**src/rtl/steer_seq_arb.sv**
```systemverilog
`default_nettype none
// ============================================================================
// Module   : steer_seq_arb
// Brief    : Round-robin sequencer driving a dual-rail steer token through a
//            four-phase DATA/NULL handshake with a clockless NCL steer stage.
// Revision : 1.0
// ============================================================================
module steer_seq_arb #(
    parameter int SYNC_STAGES = 2,
    parameter int TIMEOUT     = 255,
    parameter int TO_W        = 8,
    parameter int CNT_W       = 8
) (
    input  logic             clk,
    input  logic             initn,
    input  logic             req_s,
    input  logic             req_t,
    output logic [1:0]       steer,
    input  logic             steer_comp,
    output logic             gnt_s,
    output logic             gnt_t,
    output logic             busy,
    output logic             timeout_err,
    output logic [CNT_W-1:0] cnt_s,
    output logic [CNT_W-1:0] cnt_t
);

    typedef enum logic [1:0] {
        ST_IDLE  = 2'd0,
        ST_DATA  = 2'd1,
        ST_NULLP = 2'd2,
        ST_ERR   = 2'd3
    } state_t;

    localparam logic [TO_W-1:0] c_timeout = TO_W'(TIMEOUT);
    localparam logic [1:0]      c_rail_s  = 2'b01;
    localparam logic [1:0]      c_rail_t  = 2'b10;

    state_t               r_state, w_state_nxt;
    logic [SYNC_STAGES-1:0] r_sync;
    logic                 r_sel, w_sel_nxt;        // 0 = S, 1 = T
    logic                 r_last_sel, w_last_nxt;
    logic [TO_W-1:0]      r_timer, w_timer_nxt;
    logic [1:0]           r_steer, w_steer_nxt;
    logic                 r_gnt_s, w_gnt_s_nxt;
    logic                 r_gnt_t, w_gnt_t_nxt;
    logic [CNT_W-1:0]     r_cnt_s, w_cnt_s_nxt;
    logic [CNT_W-1:0]     r_cnt_t, w_cnt_t_nxt;

    logic w_comp_s;
    logic w_req_s;
    logic w_req_t;
    logic w_pick;

    assign w_comp_s = r_sync[SYNC_STAGES-1];
    // A requester sees its grant in the same cycle, so its level is ignored for that cycle.
    assign w_req_s  = req_s & ~r_gnt_s;
    assign w_req_t  = req_t & ~r_gnt_t;
    assign w_pick   = (w_req_s && w_req_t) ? ~r_last_sel : w_req_t;

    always_ff @(posedge clk or negedge initn) begin
        if (!initn) begin
            r_sync     <= '0;
            r_state    <= ST_IDLE;
            r_sel      <= 1'b0;
            r_last_sel <= 1'b1;
            r_timer    <= '0;
            r_steer    <= 2'b00;
            r_gnt_s    <= 1'b0;
            r_gnt_t    <= 1'b0;
            r_cnt_s    <= '0;
            r_cnt_t    <= '0;
        end else begin
            r_sync     <= {r_sync[SYNC_STAGES-2:0], steer_comp};
            r_state    <= w_state_nxt;
            r_sel      <= w_sel_nxt;
            r_last_sel <= w_last_nxt;
            r_timer    <= w_timer_nxt;
            r_steer    <= w_steer_nxt;
            r_gnt_s    <= w_gnt_s_nxt;
            r_gnt_t    <= w_gnt_t_nxt;
            r_cnt_s    <= w_cnt_s_nxt;
            r_cnt_t    <= w_cnt_t_nxt;
        end
    end

    always_comb begin
        w_state_nxt = r_state;
        w_sel_nxt   = r_sel;
        w_last_nxt  = r_last_sel;
        w_timer_nxt = r_timer;
        w_steer_nxt = r_steer;
        w_gnt_s_nxt = 1'b0;
        w_gnt_t_nxt = 1'b0;
        w_cnt_s_nxt = r_cnt_s;
        w_cnt_t_nxt = r_cnt_t;
        case (r_state)
            ST_IDLE: begin
                // A completion still high here is stale DATA; wait for it to clear.
                if ((w_req_s || w_req_t) && !w_comp_s) begin
                    w_sel_nxt   = w_pick;
                    w_steer_nxt = w_pick ? c_rail_t : c_rail_s;
                    w_timer_nxt = '0;
                    w_state_nxt = ST_DATA;
                end
            end
            ST_DATA: begin
                if (w_comp_s) begin
                    w_steer_nxt = 2'b00;
                    w_timer_nxt = '0;
                    w_state_nxt = ST_NULLP;
                end else if (r_timer == c_timeout) begin
                    w_steer_nxt = 2'b00;
                    w_state_nxt = ST_ERR;
                end else begin
                    w_timer_nxt = r_timer + TO_W'(1);
                end
            end
            ST_NULLP: begin
                if (!w_comp_s) begin
                    w_gnt_s_nxt = ~r_sel;
                    w_gnt_t_nxt = r_sel;
                    w_cnt_s_nxt = r_sel ? r_cnt_s : r_cnt_s + CNT_W'(1);
                    w_cnt_t_nxt = r_sel ? r_cnt_t + CNT_W'(1) : r_cnt_t;
                    w_last_nxt  = r_sel;
                    w_state_nxt = ST_IDLE;
                end else if (r_timer == c_timeout) begin
                    w_state_nxt = ST_ERR;
                end else begin
                    w_timer_nxt = r_timer + TO_W'(1);
                end
            end
            default: begin
                w_steer_nxt = 2'b00;
                w_state_nxt = ST_ERR;
            end
        endcase
    end

    assign steer       = r_steer;
    assign gnt_s       = r_gnt_s;
    assign gnt_t       = r_gnt_t;
    assign busy        = (r_state == ST_DATA) || (r_state == ST_NULLP);
    assign timeout_err = (r_state == ST_ERR);
    assign cnt_s       = r_cnt_s;
    assign cnt_t       = r_cnt_t;

endmodule
`default_nettype wire

```
**config.mk**
```make
export PLATFORM = sky130hd
export DESIGN_NAME = steer_seq_arb
export DESIGN_NICKNAME = d
export VERILOG_FILES = /design/src/rtl/steer_seq_arb.sv
export SDC_FILE = /design/constraint.sdc
export NUM_CORES = 1
export LEC_CHECK = 0
export BUFFER_PORTS_ARGS = -buffer_cell sky130_fd_sc_hd__buf_2
export CAP_MARGIN = 20
export CORE_MARGIN = 2
export CORE_UTILIZATION = 35
export CTS_CLUSTER_DIAMETER = 100
export CTS_CLUSTER_SIZE = 14
export DETAILED_ROUTE_END_ITERATION = 16
export PLACE_DENSITY = 0.56
export REMOVE_ABC_BUFFERS = 1
export SLEW_MARGIN = 20
export SYNTH_ARGS = -nofsm -noshare
export SYNTH_HDL_FRONTEND = slang
export SYNTH_SLANG_ARGS = --single-unit
```
**constraint.sdc**
```tcl
create_clock -name clk -period 3.3 [get_ports clk]
set_input_delay 0.66 -clock clk [delete_from_list [all_inputs] [get_ports clk]]
set_output_delay 0.66 -clock clk [all_outputs]
set_load 0.005 [all_outputs]
```
==> results_dict.tcl <==
set metrics [dict create \
    fin_tns_setup_ps 0 \
    die-area_um2 5440 \
    layout-drive-gt1-share 0.216 \
    slew_viol_final 0 \
    grt_max_degree 35 \
    critPathSlowestCell "a2111oi_2" \
    crit_top_cell "nand2b_1" \
    finalWirelength_mm 3.37 \
    stdcell_area_um2 1960 \
    placed_cell_area_um2 1870 \
    cts_buffers 5 \
    ys_seq_elements 34 \
    synthCells 157 \
    fin_crit_sh 0.607 \
    min_period_ps 2000 \
    drcViolationCount 0 \
    die_h_um 73.8 \
    clock_sinks 34 \
    cts.repair.resized 0 \
    antenna_found_initial 0 \
    grt.total_usage 0.141 \
    area_growth_syn_to_layout_pct 15.1 \
    core_um2 4690 \
    cts_max_path_buffers 2 \
    rsz0062_at_grt "false" \
    ctsRootBufferMaster "clkbuf_8" \
    antenna_cells 0 \
    antenna_left 0 \
    endpoint_kind "flop" \
    n_fill_cell 470 \
    vias_per_cell 5.43 \
    cp.arrival_ps 2220 \
    critPathMaxFanout 10 \
    clkSlewWorstSetupHoldPaths_ps 70 \
    syn_area_per_cell_um2 10.8 \
    vdd_drop_max_mv 0.227 \
    io_buffers 26 \
    status "finished, final reports clean" \
    post_cts_buffers 0 \
    synthesis.area_um2 1700 \
    dpl.hpwl_mm 2.44 \
    cts_tree "yes" \
    relSlewSlack 0.496 \
    synthArstFlopShare 1.00 \
    ys_seq_area_frac 0.500 \
    skew_ps 3.30 \
    place_congestion 0.898 \
    fmax_mhz 499 \
    hold_buffers 0 \
    synth_cell_type_count 42 \
    pin_count 27 \
    cp-start-kind "flop" \
    die_w_um 73.8 \
    powerDensity_nw_per_um2 381 \
    grt_pass1_vias 1302 \
    cp.required_ps 3520 \
    worstPathCellList "inv_1 -> ha_1 -> nand2b_1 -> nand2b_1 -> a2111oi_2 -> mux2_2" \
    cts-htree-levels 2 \
    setup_viol 0 \
    tightest_slew_ps 755 \
    via_count 1298 \
    wl_per_cell_um 14.1 \
    overflow 0 \
    final_hold_viol_count 0 \
    drt_iter0_drc 130 \
    fin_nets 196 \
    yosys_warnings 0 \
    grt_first_pass_wirelength_mm 5.87 \
    start_util 0.363 \
    rows 25 \
    synth_ff_type "dfrtp_1" \
    worstSetupPathType "reg -> reg" \
    maxCapViolations 0 \
    min_path_type "reg -> reg" \
    leakage_uw 0.000945 \
    synth-edff-count 0 \
    drt_first_pass_iters 4 \
    worstSkewPairLatency_ps 280 \
    cp_slowest_stage_delay_ps 500 \
]
[critical path: cells and delay by family, from the launching register on]
| family | cells | cell delay, ps |
|---|---|---|
| flip-flops | 1 | 400 |
| adder cells (fa/ha/maj) | 1 | 320 |
| AO/OA/AOI/OAI | 1 | 500 |
| AND/OR/NAND/NOR | 2 | 380 |
| multiplexers | 1 | 230 |
| buffers and inverters | 1 | 100 |
[per-layer routing]
layer,up-vias,routed length [µm],track usage
met5,-,0,0
met4,0,31,0.0606
met3,4,134,0.0439
met2,24,1620,0.219
met1,644,1580,0.179
li1,626,-,-
[report_power, final]
part | switching, µW | internal (µW) | total [µW] | leakage [µW]
Sequential | 2.54 | 419 | 421 | 0.000429
Combinational | 12.9 | 3.65 | 16.6 | 0.000471
Clock | 139 | 170 | 309 | 0.0000455
[Yosys cell counts, types with 3 or more instances]
| master | count | area (µm²) |
|---|---|---|
| a2111oi_0 | 3 | 26.3 |
| a211oi_1 | 3 | 22.5 |
| a221o_1 | 3 | 30.0 |
| a2bb2oi_1 | 3 | 26.3 |
| and3_1 | 3 | 18.8 |
| buf_2 | 3 | 15.0 |
| dfrtp_1 | 33 | 826 |
| ha_1 | 7 | 87.6 |
| inv_1 | 7 | 26.3 |
| mux2_2 | 3 | 33.8 |
| nand2_1 | 15 | 56.3 |
| nand2b_1 | 5 | 31.3 |
| nand3_1 | 10 | 50.1 |
| nor2_1 | 6 | 22.5 |
| nor3_1 | 3 | 15.0 |
| nor4_1 | 3 | 18.8 |
| o31ai_1 | 3 | 22.5 |
| xnor2_1 | 8 | 70.1 |
| xor2_1 | 6 | 52.6 |
[area by class of cell]
type	count	area, µm²	share of cell area
flip-flops and latches	34	852	0.435
multi-input cells	110	795	0.405
repair buffers	26	130	0.0664
clock buffers	8	90.1	0.0459
well taps	54	67.6	0.0345
inverters	7	26.3	0.0134
[placed cells by master (no fill, tap or decap), drive strengths merged]
cell and count:
a31oi 2, a2bb2oi 3, a21oi 1, nor2b 2, and3 3, nor4 3, nor2 6, mux2 3
nor3 3, xnor2 8, a211o 1, a32o 2, nand2b 5, or2 1, o21a 1, dfrtp 33
ha 7, buf 26, a211oi 3, nand4 3, a22o 2, a21o 2, a221oi 1, xor2 6
dfstp 1, inv 7, a2111oi 4, nand2 15, nand3 10, o21ai 2, a221o 3, o31ai 3
o22a 1, nor3b 2, a22oi 1, clkbuf 8, nand3b 1
[state kept, by name, indices dropped and copies added (netlist names)]
name        cells
r_last_sel      1
r_sel           1
r_state         2
cnt_s           8
r_sync          2
r_timer         8
gnt_s           1
steer           2
cnt_t           8
gnt_t           1
[cell families (layout without fill, tap and decap cells)]
group	Yosys count	count (layout)	share of synthesized area
muxes	3	3	0.0198
and+or+nand+nor	54	54	0.168
xor gates and xnor gates	14	14	0.0720
DFF	34	34	0.500
AOI/OAI and AO/OA	32	32	0.155
buffers and inverters	13	41	0.0331
adders and majority gates	7	7	0.0514
[worst paths after layout]
check | start | endpoint | slack (ps) | cells after the start
min in group asynchronous | initn | r_timer[3] | 450 | 1
hold reg to reg | r_sync[0] | r_sync[1] | 350 | 0
setup reg to reg | r_state[0] | r_timer[0] | 1300 | 6
hold / removal | r_sync[0] | r_sync[1] | 350 | 0
max in group asynchronous | initn | gnt_s | 2370 | 1
setup / recovery | r_state[0] | r_timer[0] | 1300 | 6
[stage by stage]
step / util / setup slack [ps] / power, µW / hold WS [ps] / std cells
2_1_floorplan: - / 1530 / 434 / 331 / 151
3_3_place_gp: 0.399 / 1370 / 446 / 332 / 231
3_5_place_dp: 0.399 / 1320 / 447 / 336 / 231
4_1_cts: 0.418 / 1290 / 764 / 352 / 239
5_1_grt: 0.418 / 1070 / 784 / 369 / 239
6_report: 0.418 / 1300 / 747 / 349 / 239
No activity file was read; power rests on OpenSTA's default activity.
